### config.mk
export PLATFORM = sky130hd
export DESIGN_NAME = apb_stream_fifo_slave
export DESIGN_NICKNAME = d
export VERILOG_FILES = /design/src/rtl/apb_stream_fifo_slave.sv
export SDC_FILE = /design/constraint.sdc
export NUM_CORES = 1
export LEC_CHECK = 0
export ABC_CLOCK_PERIOD_IN_PS = 4600
export CORE_MARGIN = 2
export CORE_UTILIZATION = 47
export DETAILED_ROUTE_END_ITERATION = 12
export GPL_TIMING_DRIVEN = 0
export HOLD_SLACK_MARGIN = 0.03
export PLACE_DENSITY_LB_ADDON = 0.3
export SETUP_SLACK_MARGIN = 0.15
export SLEW_MARGIN = 20
export SYNTH_ARGS = -nofsm -noshare
export SYNTH_HDL_FRONTEND = slang
export SYNTH_SLANG_ARGS = --single-unit
export TNS_END_PERCENT = 10
### constraint.sdc
create_clock -name PCLK -period 4.6 [get_ports PCLK]
set_clock_uncertainty 0.15 [all_clocks]
set_input_delay 0.46 -clock PCLK [delete_from_list [all_inputs] [get_ports PCLK]]
set_output_delay 0.46 -clock PCLK [all_outputs]
set_load 0.1 [all_outputs]
### src/rtl/apb_stream_fifo_slave.sv
// apb_stream_fifo_slave: APB register slave bridging byte FIFOs to streams.
// Ports: PCLK/PRESET (sync, active-high); APB slave PSEL..PSLVERR;
// TX stream TX_DATA/TX_VALID/TX_READY; RX stream RX_DATA/RX_VALID; IRQ level.
module apb_stream_fifo_slave #(
    parameter int FIFO_DEPTH = 8
) (
    input  logic        PCLK,
    input  logic        PRESET,
    input  logic        PSEL,
    input  logic        PENABLE,
    input  logic        PWRITE,
    input  logic [7:0]  PADDR,
    input  logic [31:0] PWDATA,
    output logic [31:0] PRDATA,
    output logic        PREADY,
    output logic        PSLVERR,
    output logic [7:0]  TX_DATA,
    output logic        TX_VALID,
    input  logic        TX_READY,
    input  logic [7:0]  RX_DATA,
    input  logic        RX_VALID,
    output logic        IRQ
);
    localparam int AW = $clog2(FIFO_DEPTH);
    localparam int CW = AW + 1;
    localparam logic [CW-1:0] FULL = CW'(FIFO_DEPTH);

    typedef enum logic [1:0] {IDLE, SETUP, WAIT, DONE} state_t;

    state_t state_q, state_d, phase;

    logic [7:0]    tx_mem_q [FIFO_DEPTH];
    logic [7:0]    rx_mem_q [FIFO_DEPTH];
    logic [AW-1:0] tx_wr_q, tx_wr_d, tx_rd_q, tx_rd_d;
    logic [AW-1:0] rx_wr_q, rx_wr_d, rx_rd_q, rx_rd_d;
    logic [CW-1:0] tx_cnt_q, tx_cnt_d, rx_cnt_q, rx_cnt_d;
    logic [1:0]    ctrl_q, ctrl_d;
    logic          ovf_q, ovf_d;
    logic [31:0]   prdata_q;
    logic          pready_q, pslverr_q, irq_q;

    logic done, addr_ok, sel_tx, sel_rx, sel_st, sel_ct;
    logic tx_push, tx_pop, rx_push, rx_pop, rx_drop, ctrl_wr;
    logic err_d;
    logic [7:0]  rx_head_d;
    logic [4:0]  tx_cnt_x, rx_cnt_x;
    logic [31:0] status_d, rdata_d;
    logic        unused_bits;

    // The setup phase is an IDLE cycle with PSEL high; the access phase
    // is then tracked in WAIT (PREADY low) and DONE (PREADY high).
    always_comb begin
        phase   = state_q;
        state_d = state_q;
        if (state_q == IDLE && PSEL && !PENABLE) phase = SETUP;
        unique case (phase)
            IDLE:    state_d = IDLE;
            SETUP:   state_d = WAIT;
            WAIT:    state_d = (PSEL && PENABLE) ? DONE : IDLE;
            DONE:    state_d = IDLE;
            default: state_d = IDLE;
        endcase
    end

    assign done    = PSEL && PENABLE && pready_q;
    assign addr_ok = (PADDR[7:4] == 4'h0);
    assign sel_tx  = addr_ok && (PADDR[3:2] == 2'd0);
    assign sel_rx  = addr_ok && (PADDR[3:2] == 2'd1);
    assign sel_st  = addr_ok && (PADDR[3:2] == 2'd2);
    assign sel_ct  = addr_ok && (PADDR[3:2] == 2'd3);

    assign tx_push = done && PWRITE && sel_tx && (tx_cnt_q != FULL);
    assign tx_pop  = TX_VALID && TX_READY;
    assign rx_pop  = done && !PWRITE && sel_rx && (rx_cnt_q != '0);
    // A full RX FIFO still accepts a byte when an APB pop frees a slot.
    assign rx_push = RX_VALID && ((rx_cnt_q != FULL) || rx_pop);
    assign rx_drop = RX_VALID && (rx_cnt_q == FULL) && !rx_pop;
    assign ctrl_wr = done && PWRITE && sel_ct;

    always_comb begin
        tx_wr_d  = tx_push ? tx_wr_q + AW'(1) : tx_wr_q;
        tx_rd_d  = tx_pop  ? tx_rd_q + AW'(1) : tx_rd_q;
        rx_wr_d  = rx_push ? rx_wr_q + AW'(1) : rx_wr_q;
        rx_rd_d  = rx_pop  ? rx_rd_q + AW'(1) : rx_rd_q;
        tx_cnt_d = tx_cnt_q;
        if (tx_push && !tx_pop) tx_cnt_d = tx_cnt_q + CW'(1);
        else if (!tx_push && tx_pop) tx_cnt_d = tx_cnt_q - CW'(1);
        rx_cnt_d = rx_cnt_q;
        if (rx_push && !rx_pop) rx_cnt_d = rx_cnt_q + CW'(1);
        else if (!rx_push && rx_pop) rx_cnt_d = rx_cnt_q - CW'(1);
        ctrl_d = ctrl_wr ? PWDATA[1:0] : ctrl_q;
        // A dropped byte wins over a simultaneous clear.
        ovf_d = ovf_q;
        if (rx_drop) ovf_d = 1'b1;
        else if (ctrl_wr && PWDATA[4]) ovf_d = 1'b0;
    end

    // Read data is registered at the WAIT edge from next-state values,
    // i.e. exactly the state that is registered during DONE.
    assign tx_cnt_x  = 5'(tx_cnt_d);
    assign rx_cnt_x  = 5'(rx_cnt_d);
    assign rx_head_d = (rx_push && rx_wr_q == rx_rd_d) ? RX_DATA
                                                       : rx_mem_q[rx_rd_d];
    assign status_d  = {16'h0, rx_cnt_x[3:0], tx_cnt_x[3:0], 3'b0, ovf_d,
                        rx_cnt_d == FULL, rx_cnt_d == '0,
                        tx_cnt_d == FULL, tx_cnt_d == '0};
    assign err_d     = !addr_ok
                     || (PWRITE && sel_tx && tx_cnt_d == FULL)
                     || (!PWRITE && sel_rx && rx_cnt_d == '0);

    always_comb begin
        rdata_d = '0;
        unique case (1'b1)
            sel_rx:  rdata_d = {24'h0, rx_head_d};
            sel_st:  rdata_d = status_d;
            sel_ct:  rdata_d = {30'h0, ctrl_d};
            default: rdata_d = '0;
        endcase
    end

    always_ff @(posedge PCLK) begin
        if (PRESET) begin
            state_q   <= IDLE;
            tx_wr_q   <= '0;
            tx_rd_q   <= '0;
            rx_wr_q   <= '0;
            rx_rd_q   <= '0;
            tx_cnt_q  <= '0;
            rx_cnt_q  <= '0;
            ctrl_q    <= '0;
            ovf_q     <= 1'b0;
            prdata_q  <= '0;
            pready_q  <= 1'b0;
            pslverr_q <= 1'b0;
            irq_q     <= 1'b0;
        end else begin
            state_q   <= state_d;
            tx_wr_q   <= tx_wr_d;
            tx_rd_q   <= tx_rd_d;
            rx_wr_q   <= rx_wr_d;
            rx_rd_q   <= rx_rd_d;
            tx_cnt_q  <= tx_cnt_d;
            rx_cnt_q  <= rx_cnt_d;
            ctrl_q    <= ctrl_d;
            ovf_q     <= ovf_d;
            pready_q  <= (state_d == DONE);
            pslverr_q <= (state_d == DONE) && err_d;
            prdata_q  <= (state_d == DONE && !PWRITE && !err_d) ? rdata_d : '0;
            irq_q     <= (ctrl_q[0] && rx_cnt_q != '0)
                       || (ctrl_q[1] && tx_cnt_q == '0) || ovf_q;
        end
    end

    always_ff @(posedge PCLK) begin
        if (tx_push) tx_mem_q[tx_wr_q] <= PWDATA[7:0];
        if (rx_push) rx_mem_q[rx_wr_q] <= RX_DATA;
    end

    assign PRDATA   = prdata_q;
    assign PREADY   = pready_q;
    assign PSLVERR  = pslverr_q;
    assign TX_DATA  = tx_mem_q[tx_rd_q];
    assign TX_VALID = (tx_cnt_q != '0);
    assign IRQ      = irq_q;

    assign unused_bits = ^{PADDR[1:0], PWDATA[31:8], tx_cnt_x[4], rx_cnt_x[4]};
endmodule
Word level (Yosys, flattened, before mapping)
Memories as Yosys holds them, arrays and structs flattened. A register that Yosys moved wholly into a read port is not among the register bits.
Index checks and enable logic that the tools add are counted.
{"block": "word_totals", "word_cells": 114, "input_bits": 55, "rom_bits": 0, "ff_bits": 60, "latch_bits": 0, "output_inout_bits": 44, "ram_bits": 128, "memories": 2}
{"block": "op_classes", "div": 0, "addsub": 8, "n_bitwise": 1, "eq_ne": 13, "n_shift": 0, "magnitude_cmp": 0, "n_reduce_logical": 58, "mux": 19, "multipliers": 0}
{"name": "rx_mem_q", "words": 8, "width": 8, "rd": 1, "rd_ports_with_merged_regs": 0, "wr": 1, "line": "33", "source": "logic [7:0] rx_mem_q [FIFO_DEPTH];"}
{"name": "tx_mem_q", "words": 8, "width": 8, "rd": 1, "rd_ports_with_merged_regs": 1, "wr": 1, "line": "32", "source": "logic [7:0] tx_mem_q [FIFO_DEPTH];"}
{"op": "case mux 16 bit (3 select lines)", "n": 1}
{"op": "logical AND 1 bit", "n": 34}
{"op": "zero test 4 bit", "n": 4}
{"op": "two-way mux 4 bit", "n": 4}
{"op": "adder 3 x 1 -> 3 bit, second input constant", "n": 4}
{"op": "equality test 4 bit, second input constant", "n": 3}
{"op": "equality test 2 bit, second input constant", "n": 5}
{"op": "two-way mux 3 bit", "n": 3}
{"op": "adder 4 x 1 -> 4 bit, second input constant", "n": 2}
{"op": "zero test 1 bit", "n": 8}
{"op": "two-way mux 8 bit", "n": 1}
{"op": "!= test 4 bit, second input constant", "n": 2}
{"op": "nonzero test 4 bit", "n": 2}
{"op": "subtractor 4 x 1 -> 4 bit, second input constant", "n": 2}
{"op": "zero test 2 bit", "n": 3}
{"op": "two-way mux 1 bit", "n": 6}
{"op": "two-way mux 2 bit", "n": 3}
{"op": "case mux 2 bit (3 select lines)", "n": 1}
{"op": "logical OR 1 bit", "n": 5}
{"op": "equality test 2 x 1 -> 1 bit, second input constant", "n": 2}
{"op": "OR reduction 2 bit", "n": 2}
{"op": "equality test 3 bit", "n": 1}
{"op": "inverter 1 bit", "n": 1}

Longest topological paths before layout
Gate-level depths: netlist of run 1.
{"block": "logic_depth", "ltp_word": 18, "ltp_mapped": 12, "ltp_nobuf": 11}

Worst setup path after synthesis of run 1
No wires, ideal clock.
{"block": "synth_timing", "path_kind": "flip-flop to flip-flop", "startpoint": "register state_q[0]", "endpoint": "register prdata_q[5] (netlist: PRDATA[5])", "path_stages_with_launch": 11, "setup_ns": 0.086, "n_path_buf": 3, "setup_slack_ns": 0.863, "synth_period_minus_slack_ns": 3.737, "required_time_ns": 4.364, "arrival_ns": 3.501, "cell_sequence": "dfxtp_1 -> nand3_1 -> nor4_1 -> buf_2 -> mux2i_1 -> clkbuf_1 -> buf_1 -> a211oi_1 -> a211oi_1 -> a21oi_1 -> a211oi_1"}
{"block": "synth_between", "elab_chain_cells": 12, "elab_cells_between_ends": 15, "classes_between": "eq/ne (4); mux (2); bitwise (1); reduce/logical (8)"}
{"element": "from (decl)", "line": "30", "source": "state_t state_q, state_d, phase;"}
{"element": "from (signal assigned)", "line": "137", "source": "state_q <= state_d;"}
{"element": "zero test 2 bit", "line": "55", "source": "if (state_q == IDLE && PSEL && !PENABLE) phase = SETUP;"}
{"element": "logical AND 1 bit (2 in a row)", "line": "55"}
{"element": "two-way mux 2 bit *", "line": "55"}
{"element": "equality test 2 bit / zero test 2 bit (equally long branches)", "line": "56", "source": "unique case (phase)"}
{"element": "OR reduction 2 bit (no source line)"}
{"element": "case mux 2 bit (3 select lines) *", "line": "56"}
{"element": "equality test 2 bit *", "line": "148", "source": "prdata_q <= (state_d == DONE && !PWRITE && !err_d) ? rdata_d : '0;"}
{"element": "logical AND 1 bit * (2 in a row)", "line": "148"}
{"element": "inverter 1 bit (no source line) *"}
{"element": "OR reduction 2 bit (no source line) *"}
{"element": "to (signal assigned)", "line": "148"}
{"element": "to (decl)", "line": "39", "source": "logic [31:0] prdata_q;"}
Every way passes the cells marked *; elsewhere a longest branch is shown, timed or not.
A chain may end at the register's enable or synchronous reset.

==> results of run 1 <==
## synth_stat cells (all sizes together) (5+ instances only)
cell    instances  share of area
edfxtp        128           0.53
nor2           59          0.030
dfxtp          46           0.13
mux2i          31          0.043
nand2          31          0.016
buf            26          0.025
a21oi          21          0.014
mux4           16          0.049
clkbuf         12         0.0062
nor2b          12          0.010
a211oi         11          0.011
a22oi          10          0.010
nor3           10         0.0069
ha              8          0.014
mux2            8          0.012
nor4            8         0.0069
o21ai           8         0.0055
inv             7         0.0036
nand2b          7         0.0060
nand4           7         0.0060
xnor2           7         0.0084
nor3b           5         0.0051
## worst max-delay path, cell delays in order, from the launching register on
cell,delay (ns)
dfxtp_1,0.31
clkbuf_1,0.45
clkdlybuf4s15_2,0.53
mux4_2,0.55
mux2_2,0.29
clkdlybuf4s50_1,0.98
## layer usage
metal / part of all wire / vias up
met5: 0 / -
met2: 0.50 / 152
met3: 0.050 / 20
met4: 0.019 / 0
li1: - / 2148
met1: 0.43 / 2211
## flip-flops by register name, indices dropped and copies added (netlist names), 2 cells and up, named ones only
register	count
rx_wr_q	3
tx_wr_q	3
PRDATA	16
rx_rd_q	3
rx_mem_q	64
tx_rd_q	3
rx_cnt_q	4
ctrl_q	2
state_q	2
tx_mem_q	64
tx_cnt_q	4
## power by group through the flow
stage	combinational (W)	sequential (W)	clock, W
6_report	0.000914	0.00176	0.00142
5_1_grt	0.000972	0.00177	0.00151
4_1_cts	0.000915	0.00176	0.00145
3_5_place_dp	0.000909	0.00179	0
3_3_place_gp	0.000897	0.00179	0
2_1_floorplan	0.000717	0.00179	0
## final timing paths
path | startpoint | endpoint | slack, ns | cells after the start
max reg2reg | rx_cnt_q[0]$_SDFF_PP0_ | PRDATA[6]$_SDFF_PP0_ | 0.72 | 12
min | PRESET | rx_cnt_q[1]$_SDFF_PP0_ | 0.33 | 2
max | flop | TX_DATA[1] | 0.46 | 5
min reg2reg | ovf_q$_SDFF_PP0_ | IRQ$_SDFF_PP0_ | 0.34 | 2
## cells by family (layout without fill, tap and decap cells)
| group | Yosys count | count (layout) |
|---|---|---|
| xor gates and xnor gates | 12 | 12 |
| buffers and inverters | 45 | 132 |
| AOI/OAI and AO/OA | 74 | 74 |
| DFF | 174 | 174 |
| muxes | 55 | 55 |
| and+or+nand+nor | 159 | 159 |
| other | 1 | 16 |
| adders and majority gates | 8 | 8 |
## area by class of cell
class / instances / area share
Clock buffer: 22 / 0.0508
Multi-Input combinational cell: 324 / 0.268
Inverter: 7 / 0.00300
Tap cell: 188 / 0.0269
Timing Repair Buffer: 55 / 0.0630
Buffer: 38 / 0.0272
Sequential cell: 174 / 0.545
Clock inverter: 10 / 0.0160
## placed cells by master, fill, tap and decap left out, types with 10 or more instances in the layout
| cell type | count |
|---|---|
| dfxtp_1 | 46 |
| mux4_2 | 16 |
| clkdlybuf4s50_1 | 55 |
| conb_1 | 16 |
| nor2b_1 | 12 |
| a211oi_1 | 11 |
| a22oi_1 | 10 |
| mux2i_1 | 31 |
| nand2_1 | 31 |
| a21oi_1 | 21 |
| nor2_1 | 59 |
| edfxtp_1 | 128 |
| clkbuf_16 | 17 |
| buf_4 | 16 |
| clkbuf_1 | 17 |
## through the flow
step                      utilization  area [um^2]  TNS [ns]  hold WS [ns]  setup slack, ns
after floorplan                     -         7350         0         0.292            0.863
after global placement          0.535         8130   -0.0499         0.319         -0.00643
final                           0.575         8740         0         0.329            0.458
after detailed placement        0.536         8150    -0.171         0.335           -0.104
after CTS                       0.575         8740         0         0.322            0.333
after global routing            0.575         8740         0         0.358            0.273
## timing repair
item                       CTS  global route
setup endpoints to repair    4             2
gates resized for setup      2             1
hold buffers                 0             0
==> flow_metrics.tcl, run 1 <==
set metrics [dict create \
    syn_inst 528 \
    p_leak_nw 3.09 \
    seq_power_share 0.430 \
    fmax_mhz 241 \
    pin_count 99 \
    synth_cell_types 57 \
    wire_per_inst_um 18.3 \
    cp_max_fo 10 \
    synth-simple-area-share 0.108 \
    yosys-mux-area-fraction 0.104 \
    worstSkewPairLatency_ns 0.42 \
    start_util 0.480 \
    nets 680 \
    grt_first_pass_wirelength_mm 23.3 \
    crit_path_end_kind "primary output" \
    drive_above_1_share 0.130 \
    start_kind "flop" \
    via_per_inst 5.54 \
    post_cts_buffers 0 \
    clockPowerShare 0.347 \
    cts.reportedPaths.clkPinSlew_ns 0.06 \
    grt_overflow 0 \
    netSwitchingPower_w 0.00120 \
    fillers 1196 \
    grt.busiest_layer "met2" \
    synth_seq_cells 174 \
    cts_buffer_depth 2 \
    ir_worst_vdd_mv 0.264 \
    die_w_um 129 \
    path_class "reg2out" \
    htree_levels 4 \
    powerDensity_mw_per_mm2 469 \
    worstMarginPinSlew_ns 1.01 \
    area_growth_pct 20.0 \
    crit_arrival_ns 3.53 \
    grt_util_met3 0.0378 \
    min_path_type "in2reg" \
    synth_top_family_by_area "simple AND/OR/NAND/NOR gates" \
    syn_area_per_cell_um2 13.8 \
    clock-sinks 174 \
    cts_made_buffers 17 \
    die_area_mm2 0.0165 \
    synth-edff-count 128 \
    finalSetupViolCount 0 \
    core_area_mm2 0.0152 \
    cts_root_buf "clkbuf_16" \
    drtPass1Iterations 5 \
    synth_compound_area_frac 0.0685 \
    syn-cell-area_mm2 0.00729 \
    ys_seq_area_frac 0.654 \
    hpwl_mm 10.3 \
    cts_tree "yes" \
    initialDrtViolationCount 307 \
    grt_usage 0.188 \
    wirelength_mm 15.0 \
    multi_input_area_mm2 0.00235 \
    grt_pass1_vias 4521 \
    antenna_left 0 \
    placed_cells 786 \
    use_met1 0.230 \
    switching_share 0.293 \
    route.detailed.drc 0 \
    synth-adder-area-share 0.0137 \
    fin_cells 818 \
    internal_power_w 0.00290 \
    globalplace.congestion 0.958 \
    register_area_mm2 0.00476 \
    die_h_um 129 \
    fin_crit_sh 0.900 \
    rsz0062_at_grt "no" \
    grt_max_degree 17 \
    hold_viol_final 0 \
    antenna_found_initial 0 \
    ys.flop_type "edfxtp_1" \
    required_ns 3.99 \
    vias 4531 \
    maxCapViolCount 0 \
    use_met2 0.324 \
    status "complete, no violations" \
    final_max_slew_viol_count 0 \
    place.port_buffers 55 \
    synth_xor_area_frac 0.0163 \
    row_count 45 \
    slew_headroom 0.324 \
    yosys_warnings 0 \
    power_frac_comb 0.223 \
    synthArstFlopShare 0 \
    diodes 0 \
    min_period_ns 4.14 \
    total_power_w 0.00410 \
]
Power figures use the tool's default switching activity.
==> inputs of run 2 (changes only) <==
- SLEW_MARGIN: 20 -> 25
==> results of run 2 <==
No change in the layout: final DEF, timing and power equal those of run 1.
==> inputs of run 3 (changes only) <==
--- a/config.mk
+++ b/config.mk
@@ -13,5 +13,5 @@
 export HOLD_SLACK_MARGIN = 0.03
 export PLACE_DENSITY_LB_ADDON = 0.3
-export SETUP_SLACK_MARGIN = 0.15
+export SETUP_SLACK_MARGIN = 0.3
 export SLEW_MARGIN = 25
 export SYNTH_ARGS = -nofsm -noshare
--- a/constraint.sdc
+++ b/constraint.sdc
@@ -3,3 +3,3 @@
 set_input_delay 0.46 -clock PCLK [delete_from_list [all_inputs] [get_ports PCLK]]
 set_output_delay 0.46 -clock PCLK [all_outputs]
-set_load 0.1 [all_outputs]
+set_load 0.02 [all_outputs]
==> run 3 against run 2 <==
Net effect: clock power is essentially flat; fmax grew 1.8%; critical path depth grew 7; critical endpoint is now PRDATA[6]$_SDFF_PP0_.
==> flow_metrics.tcl, run 3 (synthesized netlist as in run 1, its figures left out) <==
set metrics [dict create \
    htree_levels 4 \
    route.detailed.drc 0 \
    slew_headroom 0.325 \
    vias 4526 \
    drive_above_1_share 0.129 \
    die_h_um 129 \
    start_kind "primary input" \
    fin_cells 818 \
    initialDrtViolationCount 309 \
    via_per_inst 5.53 \
    place.port_buffers 55 \
    start_util 0.480 \
    diodes 0 \
    worstMarginPinSlew_ns 1.01 \
    nets 680 \
    grt_max_degree 17 \
    core_area_mm2 0.0152 \
    wire_per_inst_um 18.3 \
    grt_first_pass_wirelength_mm 23.3 \
    r2r-start "rx_cnt_q[0]$_SDFF_PP0_" \
    grt_overflow 0 \
    post_cts_buffers 0 \
    ir_worst_vdd_mv 0.264 \
    crit_path_end_kind "flop" \
    worstHoldStart "PRESET" \
    worstSkewPairLatency_ns 0.42 \
    globalplace.congestion 0.958 \
    cts_tree "yes" \
    p_leak_nw 3.09 \
    wirelength_mm 15.0 \
    cts.reportedPaths.clkPinSlew_ns 0.06 \
    cts_made_buffers 17 \
    pin_count 99 \
    crit_arrival_ns 4.25 \
    final_max_slew_viol_count 0 \
    fillers 1196 \
    rsz0062_at_grt "no" \
    cts_buffer_depth 2 \
    register_area_mm2 0.00476 \
    fin_tns_setup_ns 0 \
    antenna_left 0 \
    seq_power_share 0.458 \
    setup_ws_ns 0.530 \
    cp-startpoint "PADDR[5]" \
    fmax_mhz 246 \
    clock-sinks 174 \
    required_ns 4.78 \
    area_growth_pct 19.9 \
    powerDensity_mw_per_mm2 441 \
    netSwitchingPower_w 0.000955 \
    final_common_cell "edfxtp_1" \
    placed_cells 786 \
    drtPass1Iterations 5 \
    min_path_type "in2reg" \
    power_frac_comb 0.173 \
    cts_root_buf "clkbuf_16" \
    internal_power_w 0.00290 \
    die_w_um 129 \
    row_count 45 \
    place_area_mm2 0.00815 \
    path_class "in2reg" \
    clockPowerShare 0.370 \
    grt_usage 0.188 \
    final_area_mm2 0.00874 \
    multi_input_area_mm2 0.00235 \
    total_power_w 0.00385 \
    dp_slack_ns -0.104 \
    finalSetupViolCount 0 \
    antenna_found_initial 0 \
    cp_max_fo 10 \
    grt_pass1_vias 4519 \
    die_area_mm2 0.0165 \
    switching_share 0.248 \
    mostFrequentLayoutCells "edfxtp_1, nor2_1, clkdlybuf4s50_1, dfxtp_1" \
    min_period_ns 4.07 \
    maxCapViolCount 0 \
    status "complete, no violations" \
    hold_viol_final 0 \
    fin_crit_sh 0.885 \
    hpwl_mm 10.3 \
]
## run 3: stage by stage
| stage | utilization | hold slack [ns] |
|---|---|---|
| 4_1_cts | 0.575 | 0.322 |
| 3_3_place_gp | 0.535 | 0.319 |
| 5_1_grt | 0.575 | 0.358 |
| 3_5_place_dp | 0.536 | 0.335 |
| 6_report | 0.575 | 0.338 |
| 2_1_floorplan | - | 0.292 |
## run 3: final timing paths
kind                             to  cells past startpoint  slack, ns
max            PRDATA[6]$_SDFF_PP0_                     12       0.53
min reg2reg          IRQ$_SDFF_PP0_                      2       0.34
min          rx_cnt_q[1]$_SDFF_PP0_                      2       0.34
max reg2reg    PRDATA[6]$_SDFF_PP0_                     12       0.72
## run 3: timing repair
item / CTS / global route
setup endpoints to repair: 0 / 3
hold buffers: 0 / 0
hold endpoints to repair: 0 / 0
resized for setup: 0 / 1
## run 3: area by class of cell
| cell class | instances | area share |
|---|---|---|
| clock buffer | 22 | 0.0508 |
| tap | 188 | 0.0269 |
| buffer | 38 | 0.0263 |
| multi-input combinational | 324 | 0.269 |
| inverter | 7 | 0.00301 |
| timing repair buffer | 55 | 0.0630 |
| clock inverter | 10 | 0.0160 |
| sequential | 174 | 0.545 |
## run 3: layer usage
metal / wire (um) / part of all wire / global-route usage
met4: 308 / 0.021 / 0.0844
met3: 803 / 0.054 / 0.0378
met2: 7510 / 0.50 / 0.324
met5: 0 / 0 / 0
met1: 6340 / 0.42 / 0.230
## run 3: worst max-delay path: stages
cell and delay (ns):
clkdlybuf4s50_1 0.42, or4_4 0.54, buf_6 0.15, nor4_1 0.38, buf_2 0.30, mux2i_1 0.35
clkbuf_1 0.47, clkbuf_2 0.40, a211oi_1 0.14, a211oi_1 0.30, a21oi_1 0.07, a211oi_1 0.26
## run 3: power by group through the flow
stage	Clock (W)	Sequential [W]	Combinational, W
detailed placement	0	0.00179	0.000662
global route	0.00151	0.00177	0.000722
CTS	0.00145	0.00176	0.000665
floorplan	0	0.00179	0.000470
finish	0.00142	0.00176	0.000664
global placement	0	0.00179	0.000649
